File: config.mk
export PLATFORM = sky130hd
export DESIGN_NAME = semaforo_ctrl
export DESIGN_NICKNAME = d
export VERILOG_FILES = /design/src/rtl/semaforo_pkg.sv /design/src/rtl/semaforo_timer.sv /design/src/rtl/semaforo_ctrl.sv
export SDC_FILE = /design/constraint.sdc
export NUM_CORES = 1
export LEC_CHECK = 0
export CAP_MARGIN = 20
export CORE_MARGIN = 5
export CORE_UTILIZATION = 56
export DETAILED_ROUTE_END_ITERATION = 10
export PLACE_DENSITY = 0.76
export SYNTH_ARGS = -nofsm -noshare
export SYNTH_HDL_FRONTEND = slang
export SYNTH_SLANG_ARGS = --single-unit
File: constraint.sdc
create_clock -name clk -period 5.8 [get_ports clk]
set_input_delay 1.45 -clock clk [delete_from_list [all_inputs] [get_ports clk]]
set_output_delay 1.45 -clock clk [all_outputs]
set_load 0.01 [all_outputs]
File: src/rtl/semaforo_pkg.sv
// ============================================================================
// Module      : semaforo_pkg
// Description : Light codes, state encoding and default phase times shared by
//               the semaforo_ctrl intersection controller.
//               Optional build macro: SEMAFORO_NIGHT_BLINK_EN
// Revision    : 1.0 - initial release
// ============================================================================
`default_nettype none

package semaforo_pkg;

  localparam logic [1:0] LIGHT_RED    = 2'b00;
  localparam logic [1:0] LIGHT_YELLOW = 2'b01;
  localparam logic [1:0] LIGHT_GREEN  = 2'b10;
  localparam logic [1:0] LIGHT_OFF    = 2'b11;

  localparam int DEF_CNT_W    = 8;
  localparam int DEF_T_GREEN  = 30;
  localparam int DEF_T_YELLOW = 4;
  localparam int DEF_T_ALLRED = 2;
  localparam int DEF_T_AUX    = 15;

  typedef enum logic [2:0] {
    S_OFF         = 3'd0,
    S_MAIN_GREEN  = 3'd1,
    S_MAIN_YELLOW = 3'd2,
    S_ALL_RED1    = 3'd3,
    S_AUX_GREEN   = 3'd4,
    S_ALL_RED2    = 3'd5
`ifdef SEMAFORO_NIGHT_BLINK_EN
    ,S_BLINK      = 3'd6
`endif
  } state_e;

  // States whose duration is measured by the phase timer.
  function automatic logic is_timed(input state_e s);
    return (s == S_MAIN_GREEN) || (s == S_MAIN_YELLOW) || (s == S_ALL_RED1) ||
           (s == S_AUX_GREEN)  || (s == S_ALL_RED2);
  endfunction

endpackage : semaforo_pkg

`default_nettype wire

File: src/rtl/semaforo_timer.sv
// ============================================================================
// Module      : semaforo_timer
// Description : CNT_W-wide phase down-counter; done flags a tick seen at zero.
// Revision    : 1.0 - initial release
// ============================================================================
`default_nettype none

module semaforo_timer #(
  parameter int               CNT_W   = 8,
  parameter logic [CNT_W-1:0] RST_VAL = '0
) (
  input  logic             clk,
  input  logic             reset,
  input  logic             load,
  input  logic [CNT_W-1:0] load_val,
  input  logic             tick,
  output logic             done
);

  logic [CNT_W-1:0] cnt_q;
  logic [CNT_W-1:0] cnt_d;

  // Saturates at zero so a held phase keeps reporting done on every tick.
  always_comb begin
    cnt_d = cnt_q;
    if (load) begin
      cnt_d = load_val;
    end else if (tick && (cnt_q != '0)) begin
      cnt_d = cnt_q - CNT_W'(1);
    end
  end

  always_ff @(posedge clk) begin
    if (reset) begin
      cnt_q <= RST_VAL;
    end else begin
      cnt_q <= cnt_d;
    end
  end

  assign done = tick && (cnt_q == '0);

endmodule : semaforo_timer

`default_nettype wire

File: src/rtl/semaforo_ctrl.sv
// ============================================================================
// Module      : semaforo_ctrl
// Description : Timed, demand-actuated Moore controller for one intersection.
//               Optional build macro: SEMAFORO_NIGHT_BLINK_EN (adds night input
//               and a flashing-yellow state).
// Revision    : 1.0 - initial release
// ============================================================================
`default_nettype none

module semaforo_ctrl
  import semaforo_pkg::*;
#(
  parameter int CNT_W    = DEF_CNT_W,
  parameter int T_GREEN  = DEF_T_GREEN,
  parameter int T_YELLOW = DEF_T_YELLOW,
  parameter int T_ALLRED = DEF_T_ALLRED,
  parameter int T_AUX    = DEF_T_AUX
) (
  input  logic       clk,
  input  logic       reset,
  input  logic       en,
  input  logic       tick,
  input  logic       ped_req,
`ifdef SEMAFORO_NIGHT_BLINK_EN
  input  logic       night,
`endif
  output logic [1:0] light_main,
  output logic [1:0] light_aux,
  output logic       ped_wait
);

  localparam logic [CNT_W-1:0] LD_GREEN  = CNT_W'(T_GREEN - 1);
  localparam logic [CNT_W-1:0] LD_YELLOW = CNT_W'(T_YELLOW - 1);
  localparam logic [CNT_W-1:0] LD_ALLRED = CNT_W'(T_ALLRED - 1);
  localparam logic [CNT_W-1:0] LD_AUX    = CNT_W'(T_AUX - 1);

  state_e           state_q;
  state_e           state_d;
  logic             ped_pending_q;
  logic             ped_pending_d;
  logic             load;
  logic [CNT_W-1:0] load_val;
  logic             timer_tick;
  logic             done;
  logic             run;

`ifdef SEMAFORO_NIGHT_BLINK_EN
  logic blink_q;
  logic blink_d;
  assign run = en && !night;
`else
  assign run = en;
`endif

  // The timer only advances while a timed phase is actually running.
  assign timer_tick = tick && run && is_timed(state_q);

  semaforo_timer #(
    .CNT_W   (CNT_W),
    .RST_VAL (LD_ALLRED)
  ) u_timer (
    .clk      (clk),
    .reset    (reset),
    .load     (load),
    .load_val (load_val),
    .tick     (timer_tick),
    .done     (done)
  );

  always_comb begin
    state_d       = state_q;
    load          = 1'b0;
    load_val      = LD_ALLRED;
    ped_pending_d = ped_pending_q | ped_req;
    if (!en) begin
      state_d       = S_OFF;
      ped_pending_d = 1'b0;
    end
`ifdef SEMAFORO_NIGHT_BLINK_EN
    else if (night) begin
      state_d       = S_BLINK;
      ped_pending_d = 1'b0;
    end
`endif
    else begin
      case (state_q)
        S_OFF: begin
          state_d  = S_ALL_RED2;
          load     = 1'b1;
          load_val = LD_ALLRED;
        end
        S_MAIN_GREEN: begin
          if (done && ped_pending_q) begin
            state_d  = S_MAIN_YELLOW;
            load     = 1'b1;
            load_val = LD_YELLOW;
          end
        end
        S_MAIN_YELLOW: begin
          if (done) begin
            state_d  = S_ALL_RED1;
            load     = 1'b1;
            load_val = LD_ALLRED;
          end
        end
        S_ALL_RED1: begin
          if (done) begin
            state_d       = S_AUX_GREEN;
            load          = 1'b1;
            load_val      = LD_AUX;
            ped_pending_d = 1'b0;
          end
        end
        S_AUX_GREEN: begin
          if (done) begin
            state_d  = S_ALL_RED2;
            load     = 1'b1;
            load_val = LD_ALLRED;
          end
        end
        S_ALL_RED2: begin
          if (done) begin
            state_d  = S_MAIN_GREEN;
            load     = 1'b1;
            load_val = LD_GREEN;
          end
        end
`ifdef SEMAFORO_NIGHT_BLINK_EN
        S_BLINK: begin
          state_d  = S_ALL_RED2;
          load     = 1'b1;
          load_val = LD_ALLRED;
        end
`endif
        default: begin
          state_d  = S_ALL_RED2;
          load     = 1'b1;
          load_val = LD_ALLRED;
        end
      endcase
    end
  end

`ifdef SEMAFORO_NIGHT_BLINK_EN
  // Phase is forced to YELLOW on the cycle S_BLINK is entered.
  always_comb begin
    blink_d = 1'b0;
    if (state_q == S_BLINK) begin
      blink_d = blink_q ^ tick;
    end
  end

  always_ff @(posedge clk) begin
    if (reset) begin
      blink_q <= 1'b0;
    end else begin
      blink_q <= blink_d;
    end
  end
`endif

  always_ff @(posedge clk) begin
    if (reset) begin
      state_q       <= S_ALL_RED2;
      ped_pending_q <= 1'b0;
    end else begin
      state_q       <= state_d;
      ped_pending_q <= ped_pending_d;
    end
  end

  always_comb begin
    light_main = LIGHT_RED;
    light_aux  = LIGHT_RED;
    case (state_q)
      S_OFF: begin
        light_main = LIGHT_OFF;
        light_aux  = LIGHT_OFF;
      end
      S_MAIN_GREEN:  light_main = LIGHT_GREEN;
      S_MAIN_YELLOW: light_main = LIGHT_YELLOW;
      S_AUX_GREEN:   light_aux  = LIGHT_GREEN;
`ifdef SEMAFORO_NIGHT_BLINK_EN
      S_BLINK: begin
        light_main = blink_q ? LIGHT_OFF : LIGHT_YELLOW;
        light_aux  = LIGHT_OFF;
      end
`endif
      default: begin
        light_main = LIGHT_RED;
        light_aux  = LIGHT_RED;
      end
    endcase
  end

  assign ped_wait = ped_pending_q;

endmodule : semaforo_ctrl

`default_nettype wire
==> results.py <==
metrics = {
    "hold_path": {
        "hold_path_class": "reg -> reg",
        "hp-start": "u_timer.cnt_q[7]",
        "hold-path-endpoint": "u_timer.cnt_q[7]",
        "holdPathStages": 2,
    },
    "clocking": {
        "tritoncts": "done",
        "clockBufferDepth": 2,
        "post_cts_buffers": 0,
        "cts.repair.resized": 0,
        "cts.sinks": 12,
        "cts-hold-fix-buffers": 0,
        "cts_buffers": 3,
        "clock_latency_ns": 0.27,
        "clkSlewWorstSetupHoldPaths_ns": 0.07,
        "h-tree-depth": 1,
        "cts_root_buf": "clkbuf_4",
    },
    "setup_path": {
        "reg2reg_from": "state_q[1]",
        "r2r_cells": 6,
        "worst_path_largest_cell_delay_ns": 0.53,
        "cp-end-kind": "output pin",
        "cp.required_ns": 4.35,
        "path_cells": "or3_4 > inv_1 > clkdlybuf4s50_1",
        "cp.depth": 3,
        "slowest_stage": "clkdlybuf4s50_1",
        "crit_type": "reg -> out",
        "worstPathArrival_ns": 1.72,
        "reg2reg_slack_ns": 3.61,
        "critical_path_buf_inv_count": 2,
        "cp_top_family": "buffers and inverters",
        "cp_max_fo": 10,
        "cp-start-kind": "flip-flop",
        "regToRegEndpoint": "u_timer.cnt_q[7]",
    },
    "pwr": {
        "p_per_area_mw_per_mm2": 211.5,
        "cellInternalPower_mw": 0.1347,
        "pwr-share-comb_pct": 24.9,
        "p_clk_share_pct": 25.9,
        "swShare_pct": 30.00,
        "fin_total_pwr_mw": 0.1924,
        "p_leak_nw": 0.3225,
        "seq_power_share_pct": 49.2,
        "ir_worst_vdd_mv": 0.1286,
        "switching_power_mw": 0.05772,
    },
    "synthesis": {
        "ys_seq_elements": 12,
        "netlist-cell-type-count": 43,
        "synth_top_family_by_area": "simple AND/OR/NAND/NOR gates",
        "syn_area_per_cell_um2": 8.442,
        "synth_xor_area_share_pct": 3.276,
        "synth_simple_gate_area_share_pct": 28.71,
        "synth_fp_nets": 103,
        "synth_compound_area_share_pct": 24.96,
        "synth_mux_area_share_pct": 1.248,
        "synthCells": 95,
        "yosys.area_share.adder_pct": 4.680,
        "ys_seq_area_share_pct": 29.95,
        "yosys_warnings": 0,
        "synthesis.area_um2": 802.0,
    },
    "placement": {
        "hpwl_mm": 1.275,
        "placed_cells": 115,
        "port-buffer-count": 9,
        "placed_cell_area_um2": 887.1,
        "gp_congestion": 0.8502,
    },
    "timing": {
        "hold_viol": 0,
        "slew_headroom_pct": 59.61,
        "grt_setup_unrepaired": "no",
        "finalSetupViolCount": 0,
        "period_share_pct": 54.64,
        "clock.fmax_mhz": 315.6,
        "drv_slew": 0,
        "worst_pin_slew_ns": 0.6049,
        "fin_crit_ns": 3.169,
        "fin_skew_ns": 0.003280,
        "fin_tns_setup_ns": 0,
    },
    "global_routing": {
        "grt_pass1_wl_mm": 2.994,
        "antenna_found_initial": 0,
        "grt_use_total_pct": 18.57,
        "grt_start_max_net_pins": 12,
        "overflow": 0,
        "grt_pass1_vias": 702,
    },
    "route": {
        "drcViolationCount": 0,
        "totalWireLength_mm": 1.699,
        "top_layer": "met4",
        "wl_per_cell_um": 14.40,
        "antenna_left": 0,
        "wl_met1_um": 814,
        "drt_iter0_markers": 21,
        "wl_met3_um": 123,
        "vias_per_cell": 6.347,
        "num_vias": 749,
        "wl_met2_um": 752,
        "firstDrtPassIters": 4,
    },
    "floorplanning": {
        "ios": 10,
        "die_y_um": 47.85,
        "rows": 13,
        "start_util_pct": 60.13,
        "core-area_mm2": 0.001334,
        "die_w_um": 47.85,
        "die-area_mm2": 0.002289,
    },
    "finish": {
        "final_cells": 118,
        "drive_gt1_share_pct": 12.62,
        "fillers": 115,
        "multi_input_area_um2": 504.2,
        "nets": 113,
        "syn_to_final_growth_pct": 13.42,
        "stdcell_area_um2": 909.6,
        "seq_area_um2": 240.2,
        "diodes": 0,
    },
    "outcome": {
        "status": "complete, no violations",
    },
    "job": {
        "maxCapViolations": 0,
    },
}
[power by group through the flow]
stage                     registers (mW)  clock network [mW]  logic, mW
after floorplan                   0.0930                   0     0.0376
after global placement            0.0965                   0     0.0471
after detailed placement          0.0965                   0     0.0473
after CTS                         0.0946              0.0511     0.0476
after global routing              0.0958              0.0571     0.0538
final                             0.0948              0.0498     0.0479
[cells in the mapped netlist (all sizes together)]
cell type	instances	area share (%)
nor3	2	1.2
o31ai	1	0.94
and2	1	0.78
a31o	1	1.1
nor4	2	3.4
a21boi	1	2.3
o21bai	1	0.94
o211ai	1	0.94
and3	1	0.78
a32oi	1	1.1
o32a	1	1.2
clkbuf	1	0.47
or3	4	3.7
or2	1	0.78
nand4	2	2.3
or4	1	0.94
a31oi	1	0.78
xnor2	3	3.3
a21oi	5	3.1
and4	1	1.4
a221oi	1	1.1
buf	3	2.5
a2111oi	1	1.1
nand2	4	1.9
nor2	9	4.5
o21ai	6	3.7
o311ai	1	2.0
a311o	1	1.2
or4b	1	1.2
dfxtp	12	30
nand3	6	3.7
ha	3	4.7
mux2i	1	1.2
o41ai	2	2.2
inv	9	4.2
nor3b	2	1.9
a211o	1	1.1
[placed cells by master (no fill, tap or decap), types with 3 or more instances in the layout]
cell,n
clkdlybuf4s50_1,9
clkbuf_4,3
dfxtp_1,12
o21ai_0,6
nor2_1,8
xnor2_1,3
or3_1,3
nand2_1,4
a21oi_1,5
ha_1,3
nand3_1,6
inv_1,7
[registers in the layout, summed over array words and instances, names as in the netlist]
register / count
state_q: 3
ped_wait: 1
u_timer.cnt_q: 8
[how the worst max path moves through the flow]
stage | start | to
after floorplan | en | u_timer.cnt_q[7]
after global placement | en | u_timer.cnt_q[2]
after detailed placement | en | u_timer.cnt_q[7]
after CTS | state_q[2] | light_aux[0]
after global routing | state_q[1] | light_aux[0]
final | state_q[2] | light_aux[0]
[per-stage QoR]
step | worst slack [ns] | util, % | hold slack [ns]
after floorplan | 3.140 | - | 0.4466
after global placement | 2.469 | 66.51 | 0.4705
after detailed placement | 2.430 | 66.51 | 0.4778
after CTS | 2.633 | 68.20 | 0.4931
after global routing | 2.552 | 68.20 | 0.5235
final | 2.631 | 68.20 | 0.4951
[per-layer routing]
layer,up-vias,track usage (%)
met5,-,0
met2,34,27.97
met1,332,24.23
met3,4,7.895
li1,379,-
met4,0,4.839
[area by class of cell]
class	count	area share [%]
clock buffer	3	2.476
inverter	9	3.714
timing repair buffer	9	9.904
multi-input combinational	70	55.43
sequential	12	26.41
tap	15	2.063
[worst reg2reg max path, stage by stage (launching register included)]
cell and delay [ns]:
dfxtp_1 0.54, inv_2 0.13, ha_1 0.33, a311o_1 0.32, a21boi_4 0.17, or4b_1 0.50, a21oi_1 0.14
[logic make-up (layout without fill, tap and decap cells)]
| logic type | count (synthesis) | count (layout) |
|---|---|---|
| compound gates | 26 | 26 |
| xor+xnor | 3 | 3 |
| fa+ha+maj | 3 | 3 |
| buf+inv | 13 | 21 |
| flops | 12 | 12 |
| mux | 1 | 1 |
| simple gates | 37 | 37 |
Note: power is estimated with default switching activity, not from simulation.
==> RTL change, RTL diff (same flow settings) <==
The 6 states of `state_e` get a Gray code encoding in 3 bits.
--- a/src/rtl/semaforo_pkg.sv
+++ b/src/rtl/semaforo_pkg.sv
@@ -21,12 +21,12 @@
   localparam int DEF_T_AUX    = 15;
 
   typedef enum logic [2:0] {
-    S_OFF         = 3'd0,
-    S_MAIN_GREEN  = 3'd1,
-    S_MAIN_YELLOW = 3'd2,
-    S_ALL_RED1    = 3'd3,
-    S_AUX_GREEN   = 3'd4,
-    S_ALL_RED2    = 3'd5
+    S_OFF         = 3'b000,
+    S_MAIN_GREEN  = 3'b001,
+    S_MAIN_YELLOW = 3'b011,
+    S_ALL_RED1    = 3'b010,
+    S_AUX_GREEN   = 3'b110,
+    S_ALL_RED2    = 3'b111
 `ifdef SEMAFORO_NIGHT_BLINK_EN
     ,S_BLINK      = 3'd6
 `endif
Formal check against the unedited RTL: same outputs for any inputs over 10 cycles, from zero or initial values and one cycle with reset high; not proved beyond that.
==> RTL change against the unedited design <==
  * Total power is 5.7% higher
  * Fmax shrank 1.0%
  * Setup slack worse by 0.033 ns
  * Sequential cell count did not move
  * Routed wire length up 6.7%
  * Combinational power grew 11%
  * Synthesized cell count is 11% higher
  * Hold slack better by 0.046 ns
  * Synthesized area rose by 5.3%
  * Non-clock buffer count unchanged
  * Final area grew 3.7%
  * Die area grew 4.2%
==> RTL change: results (changes against the unedited design) <==
| Metric | Value |
|---|---|
| FF-to-FF End | `u_timer.cnt_q[2] (was u_timer.cnt_q[7])` |
| DRT Pass-1 Iters | `4 (unchanged)` |
| IO Port Bufs | `9 (unchanged)` |
| Final net count | `120 (was 113)` |
| CP max stage delay | `roughly 0.54 ns` |
| Vias/cell | `6.13 (was 6.35)` |
| Total GRT Usage | `0.164 (was 0.186)` |
| Result of the run | `completed (unchanged)` |
| Max-slew violation count | `0 (unchanged)` |
| Maximum vdd drop | `0.135 mV (was 0.129 mV)` |
| Dominant cells by area after synthesis | `dfxtp_1, nor2_1, a21oi_1 (was dfxtp_1, ha_1, nand3_1)` |
| Initial antenna violation count | `0 (unchanged)` |
| Hold Path End | `u_timer.cnt_q[4] (was u_timer.cnt_q[7])` |
| Reg2reg setup slack | `4.01 ns (was 3.61 ns)` |
| Sequential area share after synthesis | `0.284 (was 0.300)` |
| Placer Congestion | `0.844 (was 0.850)` |
| Hold Path Depth | `2 (unchanged)` |
| Post-Syn Nets | `112 (was 103)` |
| Vias in the first global route | `681 (was 702)` |
| Initial DRC Count | `17 (was 21)` |
| CP max-delay cell | `dfxtp_1 (was clkdlybuf4s50_1)` |
| DRT Wirelength | `1810 um (was 1700 um)` |
| Clock buffer depth | `2 (unchanged)` |
| Top cells by count, synth | `nor2_1, dfxtp_1 (was dfxtp_1, nor2_1, inv_1, nand3_1, o21ai_0)` |
| R2R cell count | `7 (was 6)` |
| First-pass GRT wire length | `3040 um (was 2990 um)` |
| Antenna diodes | `0 (unchanged)` |
| Filler cell count | `132 (was 115)` |
| Clk_skew | `0.00711 ns (was 0.00328 ns)` |
| Critical R2R Launch | `u_timer.cnt_q[0] (was state_q[1])` |
| Crit Path Max Fanout | `9 (was 10)` |
| Share of layout cells above drive strength 1 | `0.135 (was 0.126)` |
| Resize count post-CTS | `0 (unchanged)` |
| Most flops, register | `u_timer.cnt_q (unchanged)` |
| Asr flop ratio synth | `0 (unchanged)` |
| Max H-tree Level | `1 (unchanged)` |
| Max_slew headroom | `0.732 (was 0.596)` |
| Min-delay src | `u_timer.cnt_q[4] (was u_timer.cnt_q[7])` |
| Reg clk slew, reported paths | `0.07 ns (about the same)` |
| Rows | `14 (was 13)` |
| Pleak | `0.000360 uW (was 0.000322 uW)` |
| Largest net degree at the start of global routing | `13 (was 12)` |
| Clock root buffer | `clkbuf_4 (unchanged)` |
| CP top delay family | `buffers and inverters (unchanged)` |
| Synth unique cells | `40 (was 43)` |
| Detailed placement HPWL | `1350 um (was 1270 um)` |
| Most common cell in the netlist | `nor2_1 (was dfxtp_1)` |
RTL change: cell types whose count changed after synthesis, sizes merged, moves of 3 or more:
cell   before  now
nand2       4    7
nor2        9   14
o21ai       6   10
nand3       6    1
or3         4    0
nor3        2    6
RTL change: cell families after synthesis:
group                      after synthesis  share of synthesized area
adders and majority gates                2                     0.0296
AOI/OAI and AO/OA                       30                      0.247
xor gates and xnor gates                 3                     0.0311
DFF                                     12                      0.284
buffers and inverters                   13                     0.0711
muxes                                    1                     0.0178
and+or+nand+nor                         44                      0.319
RTL change: routing by layer:
| metal | vias up | GRT usage | wire length, um |
|---|---|---|---|
| li1 | 389 | - | - |
| met3 | 5 | 0.0612 | 91 |
| met4 | 0 | 0.0897 | 38 |
| met1 | 365 | 0.225 | 897 |
| met2 | 20 | 0.217 | 785 |
| met5 | - | 0 | 0 |
RTL change: how the worst max path moves through the flow:
stage | slack, ns | startpoint | to | cells past startpoint
after CTS | 2.63 | state_q[1] | light_main[0] | 4
after global routing | 2.51 | state_q[1] | light_main[0] | 4
after detailed placement | 2.54 | en | u_timer.cnt_q[2] | 6
after floorplan | 3.34 | state_q[2] | light_aux[1] | 4
after global placement | 2.61 | en | u_timer.cnt_q[6] | 5
final | 2.60 | state_q[1] | light_main[0] | 4
RTL change: area by class of cell:
class	instances	area, sq um	share of cell area
clock buffers	3	22.5	0.0239
inverters	7	26.3	0.0279
multi-input cells	80	544	0.577
flip-flops and latches	12	240	0.255
well taps	16	20.0	0.0212
repair buffers	9	90.1	0.0955
RTL change: power breakdown:
part           leakage (uW)  switching, uW  internal, uW
logic              0.000248           28.1          25.2
registers         0.0000986           11.1          87.7
clock network     0.0000138           27.2          24.1
total              0.000360           66.4           137
RTL change: metrics by stage:
stage	worst slack [ns]	util	instances	area, sq um	hold slack [ns]
floorplan	3.34	-	105	845	0.498
global placement	2.61	0.626	124	921	0.517
detailed placement	2.54	0.626	124	921	0.523
CTS	2.63	0.641	127	943	0.539
global route	2.51	0.641	127	943	0.566
finish	2.60	0.641	127	943	0.541
RTL change: worst register-to-register path, stage by stage (launching register included):
cell and delay [ns]:
dfxtp_1 0.34, inv_1 0.09, ha_1 0.15, nor3b_4 0.27, nand3_2 0.24, o21ai_2 0.33
o41ai_2 0.14, o221a_1 0.13
